[config.mk]
export PLATFORM = sky130hd
export DESIGN_NAME = mmio_uart_tx
export DESIGN_NICKNAME = d
export VERILOG_FILES = /design/src/rtl/uart_pkg.sv /design/src/rtl/sync_fifo.sv /design/src/rtl/mmio_uart_tx.sv
export SDC_FILE = /design/constraint.sdc
export NUM_CORES = 1
export LEC_CHECK = 0
export CORE_AREA = 2 2 113 115
export DETAILED_ROUTE_END_ITERATION = 7
export DIE_AREA = 0 0 115 117
export DONT_BUFFER_PORTS = 1
export GPL_TIMING_DRIVEN = 0
export PLACE_DENSITY = 0.43
export SLEW_MARGIN = 20
export SYNTH_ARGS = -nofsm -noshare
export SYNTH_HDL_FRONTEND = slang
export SYNTH_SLANG_ARGS = --single-unit
export TNS_END_PERCENT = 30
[constraint.sdc]
create_clock -name clk -period 2.48 [get_ports clk]
set_input_delay 0.496 -clock clk [delete_from_list [all_inputs] [get_ports clk]]
set_output_delay 0.496 -clock clk [all_outputs]
set_load 0.05 [all_outputs]
[src/rtl/uart_pkg.sv]
// Shared types and constants for the memory-mapped UART transmitter.
package uart_pkg;

    typedef enum logic [1:0] {
        IDLE  = 2'd0,
        START = 2'd1,
        DATA  = 2'd2,
        STOP  = 2'd3
    } tx_state_t;

    localparam logic TXDATA_OFF = 1'b0;
    localparam logic STATUS_OFF = 1'b1;

    localparam int unsigned FULL_BIT  = 0;
    localparam int unsigned EMPTY_BIT = 1;
    localparam int unsigned BUSY_BIT  = 2;
    localparam int unsigned OVF_BIT   = 3;

    localparam int unsigned BYTE_W    = 8;
    localparam int unsigned BIT_IDX_W = 3;
    localparam int unsigned STATUS_W  = 4;

endpackage

[src/rtl/sync_fifo.sv]
// Single-clock FIFO with extra-MSB pointers; a push while full is accepted only
// when a pop happens in the same cycle.
module sync_fifo #(
    parameter int unsigned WIDTH = 8,
    parameter int unsigned DEPTH = 4
) (
    input  logic             clk,
    input  logic             reset,
    input  logic             push,
    input  logic             pop,
    input  logic [WIDTH-1:0] din,
    output logic [WIDTH-1:0] dout,
    output logic             full,
    output logic             empty
);

    localparam int unsigned AW = $clog2(DEPTH);
    localparam int unsigned PW = AW + 1;

    logic [PW-1:0]    r_wr_ptr;
    logic [PW-1:0]    r_rd_ptr;
    logic [WIDTH-1:0] r_mem [DEPTH];
    logic             w_do_push;
    logic             w_do_pop;

    assign empty     = (r_wr_ptr == r_rd_ptr);
    assign full      = (r_wr_ptr[AW-1:0] == r_rd_ptr[AW-1:0]) &&
                       (r_wr_ptr[AW] != r_rd_ptr[AW]);
    assign dout      = r_mem[r_rd_ptr[AW-1:0]];
    assign w_do_pop  = pop & ~empty;
    assign w_do_push = push & (~full | w_do_pop);

    always_ff @(posedge clk) begin
        if (reset) begin
            r_wr_ptr <= '0;
            r_rd_ptr <= '0;
        end else begin
            if (w_do_push) r_wr_ptr <= r_wr_ptr + PW'(1);
            if (w_do_pop)  r_rd_ptr <= r_rd_ptr + PW'(1);
        end
    end

    // Storage needs no reset; validity is tracked by the pointers.
    always_ff @(posedge clk) begin
        if (w_do_push) r_mem[r_wr_ptr[AW-1:0]] <= din;
    end

endmodule

[src/rtl/mmio_uart_tx.sv]
// Memory-mapped UART transmitter: address decode, combinational register reads,
// TX FIFO, overflow flag and an 8N1 serialiser with a registered tx line.
module mmio_uart_tx
    import uart_pkg::*;
#(
    parameter logic [31:0] BASE_ADDR    = 32'h0001_0000,
    parameter int unsigned CLKS_PER_BIT = 16,
    parameter int unsigned FIFO_DEPTH   = 4
) (
    input  logic        clk,
    input  logic        reset,
    input  logic [31:0] addr,
    input  logic [31:0] wdata,
    input  logic        we,
    output logic        hit,
    output logic [31:0] rdata,
    output logic        tx
);

    localparam int unsigned BAUD_W = (CLKS_PER_BIT > 2) ? $clog2(CLKS_PER_BIT) : 1;
    localparam logic [BAUD_W-1:0]    BAUD_LAST = BAUD_W'(CLKS_PER_BIT - 1);
    localparam logic [BIT_IDX_W-1:0] BIT_LAST  = BIT_IDX_W'(BYTE_W - 1);

    tx_state_t              r_state;
    tx_state_t              w_state_n;
    logic [BAUD_W-1:0]      r_baud;
    logic [BAUD_W-1:0]      w_baud_n;
    logic [BIT_IDX_W-1:0]   r_bit;
    logic [BIT_IDX_W-1:0]   w_bit_n;
    logic [BYTE_W-1:0]      r_shreg;
    logic [BYTE_W-1:0]      w_shreg_n;
    logic                   r_tx;
    logic                   w_tx_n;
    logic                   r_ovf;

    logic                   w_off;
    logic                   w_push;
    logic                   w_pop;
    logic                   w_ovf_clr;
    logic                   w_full;
    logic                   w_empty;
    logic                   w_busy;
    logic                   w_baud_done;
    logic [BYTE_W-1:0]      w_dout;
    logic [STATUS_W-1:0]    w_status;
    logic                   w_unused_ok;

    // Register decode; addr[1:0] and upper store-data bits are don't-cares.
    assign hit         = (addr[31:3] == BASE_ADDR[31:3]);
    assign w_off       = addr[2];
    assign w_push      = we & hit & (w_off == TXDATA_OFF);
    assign w_ovf_clr   = we & hit & (w_off == STATUS_OFF) & wdata[OVF_BIT];
    assign w_unused_ok = ^{addr[1:0], wdata[31:BYTE_W], wdata[BYTE_W-1:OVF_BIT+1],
                           wdata[OVF_BIT-1:0]};

    assign w_busy = (r_state != IDLE);

    always_comb begin
        w_status            = '0;
        w_status[FULL_BIT]  = w_full;
        w_status[EMPTY_BIT] = w_empty;
        w_status[BUSY_BIT]  = w_busy;
        w_status[OVF_BIT]   = r_ovf;
    end

    assign rdata = (hit && (w_off == STATUS_OFF)) ? 32'(w_status) : 32'h0;
    assign tx    = r_tx;

    sync_fifo #(
        .WIDTH (BYTE_W),
        .DEPTH (FIFO_DEPTH)
    ) u_fifo (
        .clk   (clk),
        .reset (reset),
        .push  (w_push),
        .pop   (w_pop),
        .din   (wdata[BYTE_W-1:0]),
        .dout  (w_dout),
        .full  (w_full),
        .empty (w_empty)
    );

    // Overflow: a dropped push sets the flag and wins over a same-cycle clear.
    always_ff @(posedge clk) begin
        if (reset) begin
            r_ovf <= 1'b0;
        end else if (w_push && w_full && !w_pop) begin
            r_ovf <= 1'b1;
        end else if (w_ovf_clr) begin
            r_ovf <= 1'b0;
        end
    end

    always_ff @(posedge clk) begin
        if (reset) begin
            r_state <= IDLE;
            r_baud  <= '0;
            r_bit   <= '0;
            r_shreg <= '0;
            r_tx    <= 1'b1;
        end else begin
            r_state <= w_state_n;
            r_baud  <= w_baud_n;
            r_bit   <= w_bit_n;
            r_shreg <= w_shreg_n;
            r_tx    <= w_tx_n;
        end
    end

    assign w_baud_done = (r_baud == BAUD_LAST);

    // Next-state logic; tx is derived from the next state so the line is registered.
    always_comb begin
        w_state_n = r_state;
        w_baud_n  = r_baud;
        w_bit_n   = r_bit;
        w_shreg_n = r_shreg;
        w_pop     = 1'b0;
        w_tx_n    = 1'b1;

        case (r_state)
            IDLE: begin
                if (!w_empty) begin
                    w_pop     = 1'b1;
                    w_shreg_n = w_dout;
                    w_baud_n  = '0;
                    w_state_n = START;
                end
            end
            START: begin
                if (w_baud_done) begin
                    w_baud_n  = '0;
                    w_bit_n   = '0;
                    w_state_n = DATA;
                end else begin
                    w_baud_n = r_baud + BAUD_W'(1);
                end
            end
            DATA: begin
                if (w_baud_done) begin
                    w_baud_n  = '0;
                    w_shreg_n = {1'b0, r_shreg[BYTE_W-1:1]};
                    w_bit_n   = r_bit + BIT_IDX_W'(1);
                    if (r_bit == BIT_LAST) w_state_n = STOP;
                end else begin
                    w_baud_n = r_baud + BAUD_W'(1);
                end
            end
            STOP: begin
                if (w_baud_done) begin
                    w_baud_n  = '0;
                    w_state_n = IDLE;
                end else begin
                    w_baud_n = r_baud + BAUD_W'(1);
                end
            end
            default: w_state_n = IDLE;
        endcase

        case (w_state_n)
            START:   w_tx_n = 1'b0;
            DATA:    w_tx_n = w_shreg_n[0];
            default: w_tx_n = 1'b1;
        endcase
    end

endmodule

==> results of run 1 <==
[layout by cell type, fill, tap and decap left out, drive strengths merged, types with 2 or more instances in the layout]
cell,synthesis,final
clkinvlp,0,2
a22oi,6,6
buf,32,32
a31oi,4,4
xor2,4,4
clkinv,0,3
or3,2,2
nor3b,3,3
a21oi,14,14
conb,1,28
inv,4,4
nor2,13,13
nand2b,2,2
nand3,12,12
dfxtp,27,27
nand4,4,4
nor4,9,9
ha,8,8
mux2,2,2
o41ai,2,2
nor3,6,6
nor2b,3,3
nand2,16,16
o31ai,2,2
edfxtp,32,32
o21ai,11,11
xnor2,2,2
and2,10,10
clkbuf,5,14
mux4,8,8
[power by group through the flow]
stage	Combinational [µW]	Clock, µW	Sequential [µW]
finish	565	1200	1170
global route	629	1280	1180
CTS	574	1230	1170
detailed placement	573	0	1190
global placement	572	0	1190
floorplan	476	0	1180
[per-stage QoR]
stage	cell area [µm²]	hold slack (ns)	total power [µW]
floorplan	3080	0.448	1650
global placement	3260	0.455	1760
detailed placement	3260	0.463	1770
CTS	3560	0.255	2980
global route	3570	0.251	3090
finish	3570	0.267	2940
[layer usage]
| layer | up-vias | global-route usage |
|---|---|---|
| met3 | 7 | 0.0263 |
| met1 | 913 | 0.109 |
| met2 | 49 | 0.149 |
| li1 | 974 | - |
| met4 | 0 | 0.0410 |
| met5 | - | 0 |
[cell type report]
type,instances,area share
sequential,59,0.421
multi-input combinational,184,0.371
buffer,37,0.0694
clock buffer,9,0.0631
tap,150,0.0526
clock inverter,6,0.0189
inverter,4,0.00421
[flip-flops by register name, summed over array words and instances (netlist names), named ones only]
register,flops
r_ovf,1
r_baud,4
tx,1
r_state,2
u_fifo.r_wr_ptr,3
u_fifo.r_mem,32
r_bit,3
r_shreg,8
u_fifo.r_rd_ptr,3
[cells by family (layout without fill, tap and decap cells)]
group	after synthesis	count (layout)	share of synthesized area
xor gates and xnor gates	6	6	0.0227
muxes	11	11	0.0729
buffers and inverters	41	56	0.0885
and+or+nand+nor	86	86	0.179
adders and majority gates	8	8	0.0337
DFF	59	59	0.505
AOI/OAI and AO/OA	45	45	0.0965
other	1	28	0.00126
[worst paths after layout]
kind	start	end	slack, ns
hold / removal	wdata[6]	u_fifo.r_mem[0][6]	0.27
setup reg to reg	u_fifo.r_wr_ptr[1]	u_fifo.r_mem[3][5]	0.52
hold reg to reg	r_shreg[7]	r_shreg[7]	0.47
setup / recovery	u_fifo.r_wr_ptr[1]	rdata[1]	0.11
[what timing repair did]
item                                    CTS  global route
resized for setup                         4             1
endpoints found under the setup margin    4             4
hold endpoints to repair                  0             0
setup buffers                             0             0
==> flow_summary.yaml, run 1 <==
hold_path:
  hp-class: "in -> reg"
  whs_path_depth: 0
worst_setup_path:
  path_cells: "xor2_2 > nor3_1 > and2_2"
  cp_slowest_stage_delay_ns: 0.50
  r2r_cells: 4
  critPathArrivalTime_ns: 1.87
  worst-path-stages: 3
  critPathBufInv: 0
  cp_slowest_cell: "nor3_1"
  path_delay_family: "simple AND/OR/NAND/NOR gates"
  critPathMaxFanout: 7
  cp_data_required_time_ns: 1.98
  endpoint_kind: "primary output"
  cp-start-kind: "flop"
  crit_type: "reg -> out"
synth:
  synthFlopType: "edfxtp_1"
  synth_edf_count: 32
  synth-seq-cells: 59
  yosysMostFrequentCell: "edfxtp_1"
  syn_inst: 257
  async_reset_ff_frac: 0
  yosys_warnings: 0
  synth_area_leaders: "edfxtp_1 32%, dfxtp_1 18%, buf_4 7.1%"
  syn_area_per_cell_um2: 11.6
  seq_area_frac_synth: 0.505
  syn_area_mm2: 0.00297
  ys_types: 51
  yosysTopAreaCell: "edfxtp_1"
  synth_top_area_frac: 0.324
  yosys-top-cells-count: "32 x edfxtp_1, 28 x buf_4, 27 x dfxtp_1, 16 x nand2_1, 14 x a21oi_1"
cells_and_area:
  fillers: 1258
  area.sequential_mm2: 0.00150
  final_nets: 370
  drive_gt1_frac: 0.258
  fin_cells: 449
  area_growth_pct: 20.1
  utilization: 0.290
  multiInputGateArea_mm2: 0.00132
  diodes: 0
detailed_routing:
  totalWireLength_um: 5860
  post_drt_wl_per_cell_um: 13.1
  route.detailed.drc: 0
  vias: 1943
  routed_via_density: 4.33
  ant_nets: 0
  wirelength_met1_um: 2590
  dr.max_layer_used: "met4"
  met3WireLength_um: 254
  route.met2.wl_um: 2920
  drtIter0Drc: 73
  first_pass_iters: 6
cts:
  cts-root-buf: "clkbuf_16"
  cts_buffer_depth: 2
  insertion_delay_ns: 0.32
  cts_num_sinks: 59
  clk_pin_slew_worst_paths_ns: 0.06
  cts_tree: "done"
  hold_buffers: 0
  h-tree-depth: 3
  cts_buffers: 9
global_route:
  first_global_vias: 1825
  grt_first_pass_wirelength_um: 9270
  overflow: 0
  antenna_found_initial: 0
  grt_usage: 0.0900
  grt_max_degree: 12
floorplanning:
  pin_count: 101
  dieArea_mm2: 0.0135
  initial_core_util: 0.241
  fp.dieW_um: 115
  die_h_um: 117
  core_mm2: 0.0123
  num_rows: 41
timing:
  setup_tns_ns: 0
  max-slew-margin-rel: 0.435
  finalSetupViolCount: 0
  final_max_slew_viol_count: 0
  finalClockSkew_ns: 0.00698
  fin_crit_ns: 2.37
  fmax_ghz: 0.422
  finalCritPeriodShare: 0.956
  tightest_slew_ns: 0.843
  rsz0062_at_grt: "false"
  worst_slack_ns: 0.110
  finalHoldViolCount: 0
power_and_ir_drop:
  power_density_mw_per_mm2: 823
  irDropWorstVdd_mv: 0.412
  clock_power_share: 0.408
  switching_share: 0.292
  power_switching_uw: 858
  pwr-share-seq: 0.399
  p_comb_frac: 0.192
  intPower_uw: 2080
  p_leak_uw: 0.00129
run:
  cap_violations: 0
placement:
  dp_hpwl_um: 4230
  post-place-ws_ns: -0.0277
  numPortBuffers: 0
  gp_congestion: 0.711
  placed_cells: 434
outcome:
  outcome: "completed"
Note: power is estimated with default switching activity, not from simulation.
==> inputs of run 2 (changes only) <==
--- a/config.mk
+++ b/config.mk
@@ -5,12 +5,14 @@
 export SDC_FILE = /design/constraint.sdc
 export NUM_CORES = 1
 export LEC_CHECK = 0
+export CELL_PAD_IN_SITES_DETAIL_PLACEMENT = 0
+export CELL_PAD_IN_SITES_GLOBAL_PLACEMENT = 2
 export CORE_AREA = 2 2 113 115
 export DETAILED_ROUTE_END_ITERATION = 7
 export DIE_AREA = 0 0 115 117
 export DONT_BUFFER_PORTS = 1
 export GPL_TIMING_DRIVEN = 0
-export PLACE_DENSITY = 0.43
+export PLACE_DENSITY = 0.58
 export SLEW_MARGIN = 20
 export SYNTH_ARGS = -nofsm -noshare
 export SYNTH_HDL_FRONTEND = slang
==> flow_summary.yaml, run 2 (synthesis results as in run 1) <==
power_and_ir_drop:
  power_uw: 3000
  irDropWorstVdd_mv: 0.471
  power_density_mw_per_mm2: 836
  p_leak_uw: 0.00129
worst_setup_path:
  path_delay_family: "simple AND/OR/NAND/NOR gates"
  crit_type: "in -> out"
  critPathMaxFanout: 6
  r2r_cells: 4
  cp_slowest_cell: "nor4_2"
  cp_data_required_time_ns: 1.98
  r2r_start: "u_fifo.r_wr_ptr[1]"
  critPathLaunch: "addr[19]"
  cp_slowest_stage_delay_ns: 0.39
  endpoint_kind: "primary output"
  critPathArrivalTime_ns: 1.79
  crit_path_end: "rdata[0]"
  ff2ff_setup_slack_ns: 0.50
  rr_endpoint: "u_fifo.r_mem[0][4]"
  path_cells: "nor4_1 > nand2_1 > nor4_2 > and2_2"
  cp-start-kind: "input pin"
  worst-path-stages: 4
  critPathBufInv: 0
cts:
  cts_num_sinks: 59
  h-tree-depth: 3
  cts_tree: "done"
  insertion_delay_ns: 0.33
  cts_buffer_depth: 2
  cts_buffers: 9
  clk_pin_slew_worst_paths_ns: 0.05
  cts-root-buf: "clkbuf_16"
  hold_buffers: 0
floorplanning:
  core_mm2: 0.0123
  fp.dieW_um: 115
  die_h_um: 117
  pin_count: 101
  num_rows: 41
  initial_core_util: 0.241
  dieArea_mm2: 0.0135
timing:
  final_max_slew_viol_count: 0
  rsz0062_at_grt: "false"
  finalCritPeriodShare: 0.924
  fin_hold_ws_ns: 0.260
  tightest_slew_ns: 0.839
  finalSetupViolCount: 0
  fmax_ghz: 0.437
  finalClockSkew_ns: 0.00554
  finalHoldViolCount: 0
  fin_crit_ns: 2.29
  max-slew-margin-rel: 0.437
cells_and_area:
  layout_common_cells: "32 x edfxtp_1, 28 x buf_4, 28 x conb_1"
  fin_cells: 450
  drive_gt1_frac: 0.263
  finalInstanceArea_mm2: 0.00358
  final_common_cell: "edfxtp_1"
  diodes: 0
  area_growth_pct: 20.6
  fillers: 1271
  final_nets: 370
  largest_reg_flops: 32
global_route:
  overflow: 0
  first_global_vias: 1677
  grt_max_degree: 13
  grt_first_pass_wirelength_um: 9450
  grt_usage: 0.0948
  antenna_found_initial: 0
hold_path:
  hp-class: "in -> reg"
  whs_path_depth: 0
detailed_routing:
  routed_via_density: 4.32
  ant_nets: 0
  totalWireLength_um: 6090
  first_pass_iters: 4
  vias: 1946
  post_drt_wl_per_cell_um: 13.5
  drtIter0Drc: 60
  route.detailed.drc: 0
placement:
  placed_area_mm2: 0.00326
  placed_cells: 434
  dp_hpwl_um: 4370
  numPortBuffers: 0
  gp_congestion: 0.670
run:
  cap_violations: 0
outcome:
  outcome: "completed"
==> run 2: cell count changes in the layout (fill, tap and decap cells not counted), sizes merged <==
cell,change
inv,+2
clkinv,-1
==> run 2: worst min-delay path by stage <==
stage,end,slack (ns),from
final,u_fifo.r_mem[0][3],0.26,wdata[3]
after global placement,r_shreg[3],0.45,r_shreg[3]
after global routing,u_fifo.r_mem[0][1],0.24,wdata[1]
after CTS,u_fifo.r_mem[2][1],0.25,wdata[1]
after floorplan,r_shreg[2],0.45,r_shreg[2]
after detailed placement,r_shreg[6],0.46,r_shreg[6]
==> run 2: per-stage QoR <==
stage	TNS [ns]	setup slack, ns	utilization
3_5_place_dp	-0.392	-0.103	0.265
5_1_grt	0	0.00804	0.291
4_1_cts	0	0.00204	0.290
3_3_place_gp	-0.247	-0.0625	0.265
6_report	0	0.189	0.291
2_1_floorplan	0	0.190	-
==> run 2: timing repair <==
item / 4_1_cts / 5_1_grt
endpoints found under the hold margin: 0 / 0
gates resized for setup: 4 / 2
buffers inserted: 0 / 0
setup endpoints to repair: 4 / 4
==> run 2: final cells by class <==
cell class | count | area (µm²) | share of cell area
flip-flops and latches | 59 | 1500 | 0.419
multi-input cells | 184 | 1330 | 0.371
plain buffers | 37 | 248 | 0.0692
clock buffers | 9 | 225 | 0.0629
well taps | 150 | 188 | 0.0524
clock inverters | 7 | 76.3 | 0.0213
inverters | 4 | 15.0 | 0.00419
==> run 2: report_power, final <==
part	leakage (µW)	total, µW	internal [µW]	switching (µW)
Clock	0.000142	1250	783	465
Combinational	0.000646	577	212	365
Sequential	0.000505	1170	1100	75.7
Total	0.00129	3000	2090	906
==> run 2: per-layer routing <==
layer  track usage  up-vias  wire length [µm]
met5             0        -                 0
met4        0.0458        0               114
met3        0.0350        9               281
met2         0.144       49              2950
met1         0.120      915              2740
li1              -      973                 -
==> edit 1, RTL diff (settings of run 1) <==
Take the reset off `r_shreg` and load it in a clocked block of its own.
--- a/src/rtl/mmio_uart_tx.sv
+++ b/src/rtl/mmio_uart_tx.sv
@@ -96,15 +96,17 @@
             r_state <= IDLE;
             r_baud  <= '0;
             r_bit   <= '0;
-            r_shreg <= '0;
             r_tx    <= 1'b1;
         end else begin
             r_state <= w_state_n;
             r_baud  <= w_baud_n;
             r_bit   <= w_bit_n;
-            r_shreg <= w_shreg_n;
             r_tx    <= w_tx_n;
         end
+    end
+
+    always_ff @(posedge clk) begin
+        r_shreg <= w_shreg_n;
     end
 
     assign w_baud_done = (r_baud == BAUD_LAST);
Formal check against the unedited RTL: same outputs for any inputs over 10 cycles, from zero or initial values and one cycle with reset high; that may be too few to reach the edited logic, so the function may still have changed.
==> edit 1 against run 1 <==
Power fell by 3.1%. Routed wire length fell by 8.6%. Setup slack improved by 0.014 ns. Fmax rose by 0.57%. Area after synthesis fell by 4.0%. Clock skew fell by 0.0041 ns. Design area barely moved. First-iteration DRC count fell by 34%. Sequential cell count did not move. Global-route usage fell by 0.51 points. Cell count fell by 4.9%. Register-to-register slack got worse by 0.22 ns. Utilization barely moved. Critical path type is now in -> out. Largest power group unchanged.
==> edit 1: results (changes against run 1) <==
[outcome]
status=completed  ; unchanged

[synth]
synth.distinct_cells=45  ; was 51
synthAdderAreaFrac_pct=3.51  ; was 3.37%
synth_xor_area_share_pct=2.98  ; was 2.27%
synthTopCellsByCount=39 x edfxtp_1, 28 x buf_4, 25 x nor2_1  ; was 32 x edfxtp_1, 28 x buf_4, 27 x dfxtp_1
synthMuxAreaShare_pct=7.02  ; was 7.29%
synth_compound_area_share_pct=7.90  ; was 9.65%

[finish]
inverters_excl_clock=8  ; was 4
multi_input_area_share_pct=33.1  ; was 37.1%
final_nets=348  ; was 370
stdcell_count=427  ; was 449
drive_gt1_share_pct=26.4  ; was 25.8%
regArea_sq_um=1570  ; was 1500 sq um
fill_cells=1251  ; was 1258
synthToLayoutAreaGrowth_pct=25.2  ; was 20.1%
multi_input_comb_cells=157  ; was 184
buffers=38  ; was 37
clk_share_pct=9.53  ; was 8.20%
buf_share_pct=7.29  ; was 6.94%

[global_route]
first_global_vias=1681  ; was 1825
grt_pass1_wl_um=8650  ; was 9270 um
grt.met2_usage_pct=13.6  ; was 14.9%
met1_usage_pct=10.6  ; was 10.9%
grtUsageMet3_pct=2.37  ; was 2.63%
grtUsageTotal_pct=8.50  ; was 9.00%

[sta]
setup_ws_ns=0.123  ; was 0.110 ns
finalHoldWorstSlack_ns=0.267  ; about the same
tightest_slew_ns=0.832  ; was 0.843 ns
finClkSkew_ns=0.00288  ; was 0.00698 ns

[critical_path]
crit_path_end=rdata[2]  ; was rdata[1]
r2r_start=r_state[0]$_SDFF_PP0_  ; was u_fifo.r_wr_ptr[1]$_SDFFE_PP0N_
rr_endpoint=u_fifo.r_mem[3][0]$_DFFE_PP_  ; was u_fifo.r_mem[3][5]$_DFFE_PP_
ff2ff_setup_slack_ns=0.30  ; was 0.52 ns
cp_slowest_cell=nor2_4  ; was nor3_1
worst_path_largest_cell_delay_ns=0.40  ; was 0.50 ns
startpoint=addr[11]  ; was u_fifo.r_wr_ptr[1]$_SDFFE_PP0N_

[drt]
drt_iter0_markers=48  ; was 73
via_per_inst=4.12  ; was 4.33
wirelength_um=5360  ; was 5860 um

[hold_path]
hold_end=u_fifo.r_mem[2][1]$_DFFE_PP_  ; was u_fifo.r_mem[0][6]$_DFFE_PP_
hold_start=wdata[1]  ; was wdata[6]

[cts]
ctsResizeCount=6  ; was 4

[placement]
gp_congestion=0.718  ; was 0.711
pre_cts_slack_ns=-0.207  ; was -0.0277 ns
place_area_sq_um=3160  ; was 3260 sq um

[power_and_ir_drop]
p_leak_nw=1.30  ; was 1.29 nW
ir_drop_mv=0.381  ; was 0.412 mV
p_sw_share_pct=23.4  ; was 29.2%

edit 1: changes by cell type in the layout (fill, tap and decap cells not counted), moves of 7 or more:
| cell | before | now |
|---|---|---|
| a21oi_1 | 14 | 7 |
| edfxtp_1 | 32 | 39 |
| dfxtp_1 | 27 | 20 |
| and2_2 | 8 | 0 |
| nand3_1 | 12 | 5 |
| nor2_1 | 13 | 20 |
edit 1: routing by layer:
metal | up-vias | wire length (um)
li1 | 879 | -
met1 | 822 | 2400
met2 | 49 | 2590
met3 | 10 | 266
met4 | 0 | 107
met5 | - | 0
edit 1: power by group through the flow:
| stage | Clock (mW) | Sequential [mW] | Combinational [mW] |
|---|---|---|---|
| 2_1_floorplan | 0 | 1.13 | 0.285 |
| 5_1_grt | 1.49 | 1.12 | 0.350 |
| 3_5_place_dp | 0 | 1.14 | 0.322 |
| 4_1_cts | 1.44 | 1.12 | 0.324 |
| 6_report | 1.40 | 1.12 | 0.322 |
| 3_3_place_gp | 0 | 1.14 | 0.321 |
==> edit 2, RTL diff (settings of run 1) <==
Without the edit above. Change the package constant `OVF_BIT` from 3 to 2.
--- a/src/rtl/uart_pkg.sv
+++ b/src/rtl/uart_pkg.sv
@@ -14,7 +14,7 @@
     localparam int unsigned FULL_BIT  = 0;
     localparam int unsigned EMPTY_BIT = 1;
     localparam int unsigned BUSY_BIT  = 2;
-    localparam int unsigned OVF_BIT   = 3;
+    localparam int unsigned OVF_BIT   = 2;
 
     localparam int unsigned BYTE_W    = 8;
     localparam int unsigned BIT_IDX_W = 3;
Behaviour: not the same (a bounded check fails within 4 cycles, from zero or initial values and one cycle with reset high).
==> edit 2 against run 1 <==
Area after synthesis decreased by 2.5%. Setup slack got worse by 0.070 ns. Die area unchanged. Clock power increased by 6%. Design area increased by 0.91%. Routed wire length increased by 2.3%. Sequential cell count unchanged. Sequential share of layout area decreased by 0.38 points. Hold slack got worse by 0.0066 ns. Non-clock buffer count increased by 6. Power increased by 6.0%. Combinational power increased by 15%. Critical endpoint is now rdata[0]. Largest power group unchanged. Highest routed layer unchanged.
==> edit 2: results (changes against run 1) <==
[outcome]
status=completed  ; unchanged

[critical_path]
cpLargestDelayFamily=simple AND/OR/NAND/NOR gates  ; unchanged
crit_fanout=4  ; was 7
startpoint=addr[3]  ; was u_fifo.r_wr_ptr[1]$_SDFFE_PP0N_
ff2ff_setup_slack_ns=0.33  ; was 0.52 ns
arrival_ns=1.94  ; was 1.87 ns
worst_path_largest_cell_delay_ns=0.65  ; was 0.50 ns

[drt]
wirelength_um=6000  ; was 5860 um
via_per_inst=4.35  ; was 4.33
wl_met2_um=2860  ; was 2920 um
drt-met1-wl_um=2730  ; was 2590 um
firstDrtPassIters=4  ; was 6
drt_iter0_markers=75  ; was 73

[power_and_ir_drop]
p_leak_nw=1.31  ; was 1.29 nW
ir_drop_mv=0.478  ; was 0.412 mV

[global_route]
first_global_vias=1797  ; was 1825
grtUsageTotal_pct=9.17  ; was 9.00%
grt_pass1_wl_um=9340  ; was 9270 um

[hold_path]
hold_start=wdata[3]  ; was wdata[6]
hold_end=u_fifo.r_mem[2][3]$_DFFE_PP_  ; was u_fifo.r_mem[0][6]$_DFFE_PP_

[synth]
yosys-top-cells-area=edfxtp_1 33%, dfxtp_1 19%, buf_4 7.5%, mux4_2 6.2%, ha_1 3.5%  ; was edfxtp_1 32%, dfxtp_1 18%, buf_4 7.1%, mux4_2 6.1%, ha_1 3.4%
synthTopCellsByCount=32 x edfxtp_1, 29 x buf_4, 27 x dfxtp_1  ; was 32 x edfxtp_1, 28 x buf_4, 27 x dfxtp_1
ys_seq_area_share_pct=51.8  ; was 50.5%
synthArstFlopShare_pct=0  ; unchanged

[finish]
drive_gt1_share_pct=26.3  ; was 25.8%

[placement]
gp_congestion=0.744  ; was 0.711
hpwl_um=4110  ; was 4230 um

[cts]
cts_made_buffers=9  ; unchanged

## edit 2: changes by cell type after synthesis, moves of 3 or more
cell	run 1	this run
nor4_2	0	4
nor4_4	3	0
nand2_1	16	11
and2_2	4	0
a21oi_1	14	17
## edit 2: cell families (layout without fill, tap and decap cells)
logic type      Yosys count  in the layout  synth area share (%)
compound gates           47             47                  10.0
xor+xnor                  6              6                  2.07
fa+ha+maj                 8              8                  3.46
buf+inv                  46             65                  9.93
flops                    59             59                  51.8
mux                      10             10                  7.13
other cells               1             29                 0.129
simple gates             76             76                  15.4
## edit 2: timing repair
item                       CTS  global route
pin swaps                    0             2
hold buffers                 0             0
resized for setup            2             6
buffers inserted             0             3
hold endpoints to repair     0             0
setup endpoints to repair    2            23
## edit 2: how the worst max path moves through the flow
stage,end,depth (start not counted)
6_report,rdata[0],4
5_1_grt,rdata[0],4
4_1_cts,rdata[0],4
3_5_place_dp,rdata[0],4
3_3_place_gp,rdata[0],4
2_1_floorplan,rdata[0],4
## edit 2: report_power, final
| part | internal (mW) | switching [mW] |
|---|---|---|
| clock | 0.794 | 0.478 |
| combinational | 0.244 | 0.404 |
| sequential | 1.11 | 0.0843 |
| total | 2.14 | 0.967 |
## edit 2: cell type report
| cell class | instances | area [sq um] |
|---|---|---|
| fillers | 1268 | 8710 |
| multi-input cells | 176 | 1290 |
| plain buffers | 40 | 265 |
| clock inverters | 7 | 82.6 |
| repair buffers | 3 | 22.5 |
| flip-flops and latches | 59 | 1500 |
| inverters | 6 | 22.5 |
| clock buffers | 9 | 225 |
| well taps | 150 | 188 |
## edit 2: per-stage QoR
step / instance area, sq um / total power, mW / setup WS (ns) / cells / utilization (%)
5_1_grt: 3600 / 3.28 / -0.0461 / 450 / 29.2
6_report: 3600 / 3.11 / 0.0392 / 450 / 29.2
3_3_place_gp: 3200 / 1.85 / -0.547 / 431 / 26.0
3_5_place_dp: 3220 / 1.86 / -0.293 / 431 / 26.1
4_1_cts: 3540 / 3.15 / -0.177 / 447 / 28.7
2_1_floorplan: 3010 / 1.73 / -0.208 / 281 / -
## edit 2: layer usage
metal / track usage [%] / vias up
met2: 14.2 / 55
li1: - / 972
met4: 3.61 / 0
met1: 11.6 / 924
met5: 0 / -
met3: 3.60 / 8
## edit 2: worst register-to-register path, cell delays in order, from the launching register on
cell	delay, ns
dfxtp_1	0.44
xor2_2	0.38
o41ai_2	0.16
nor3_2	0.32
and2_1	0.49
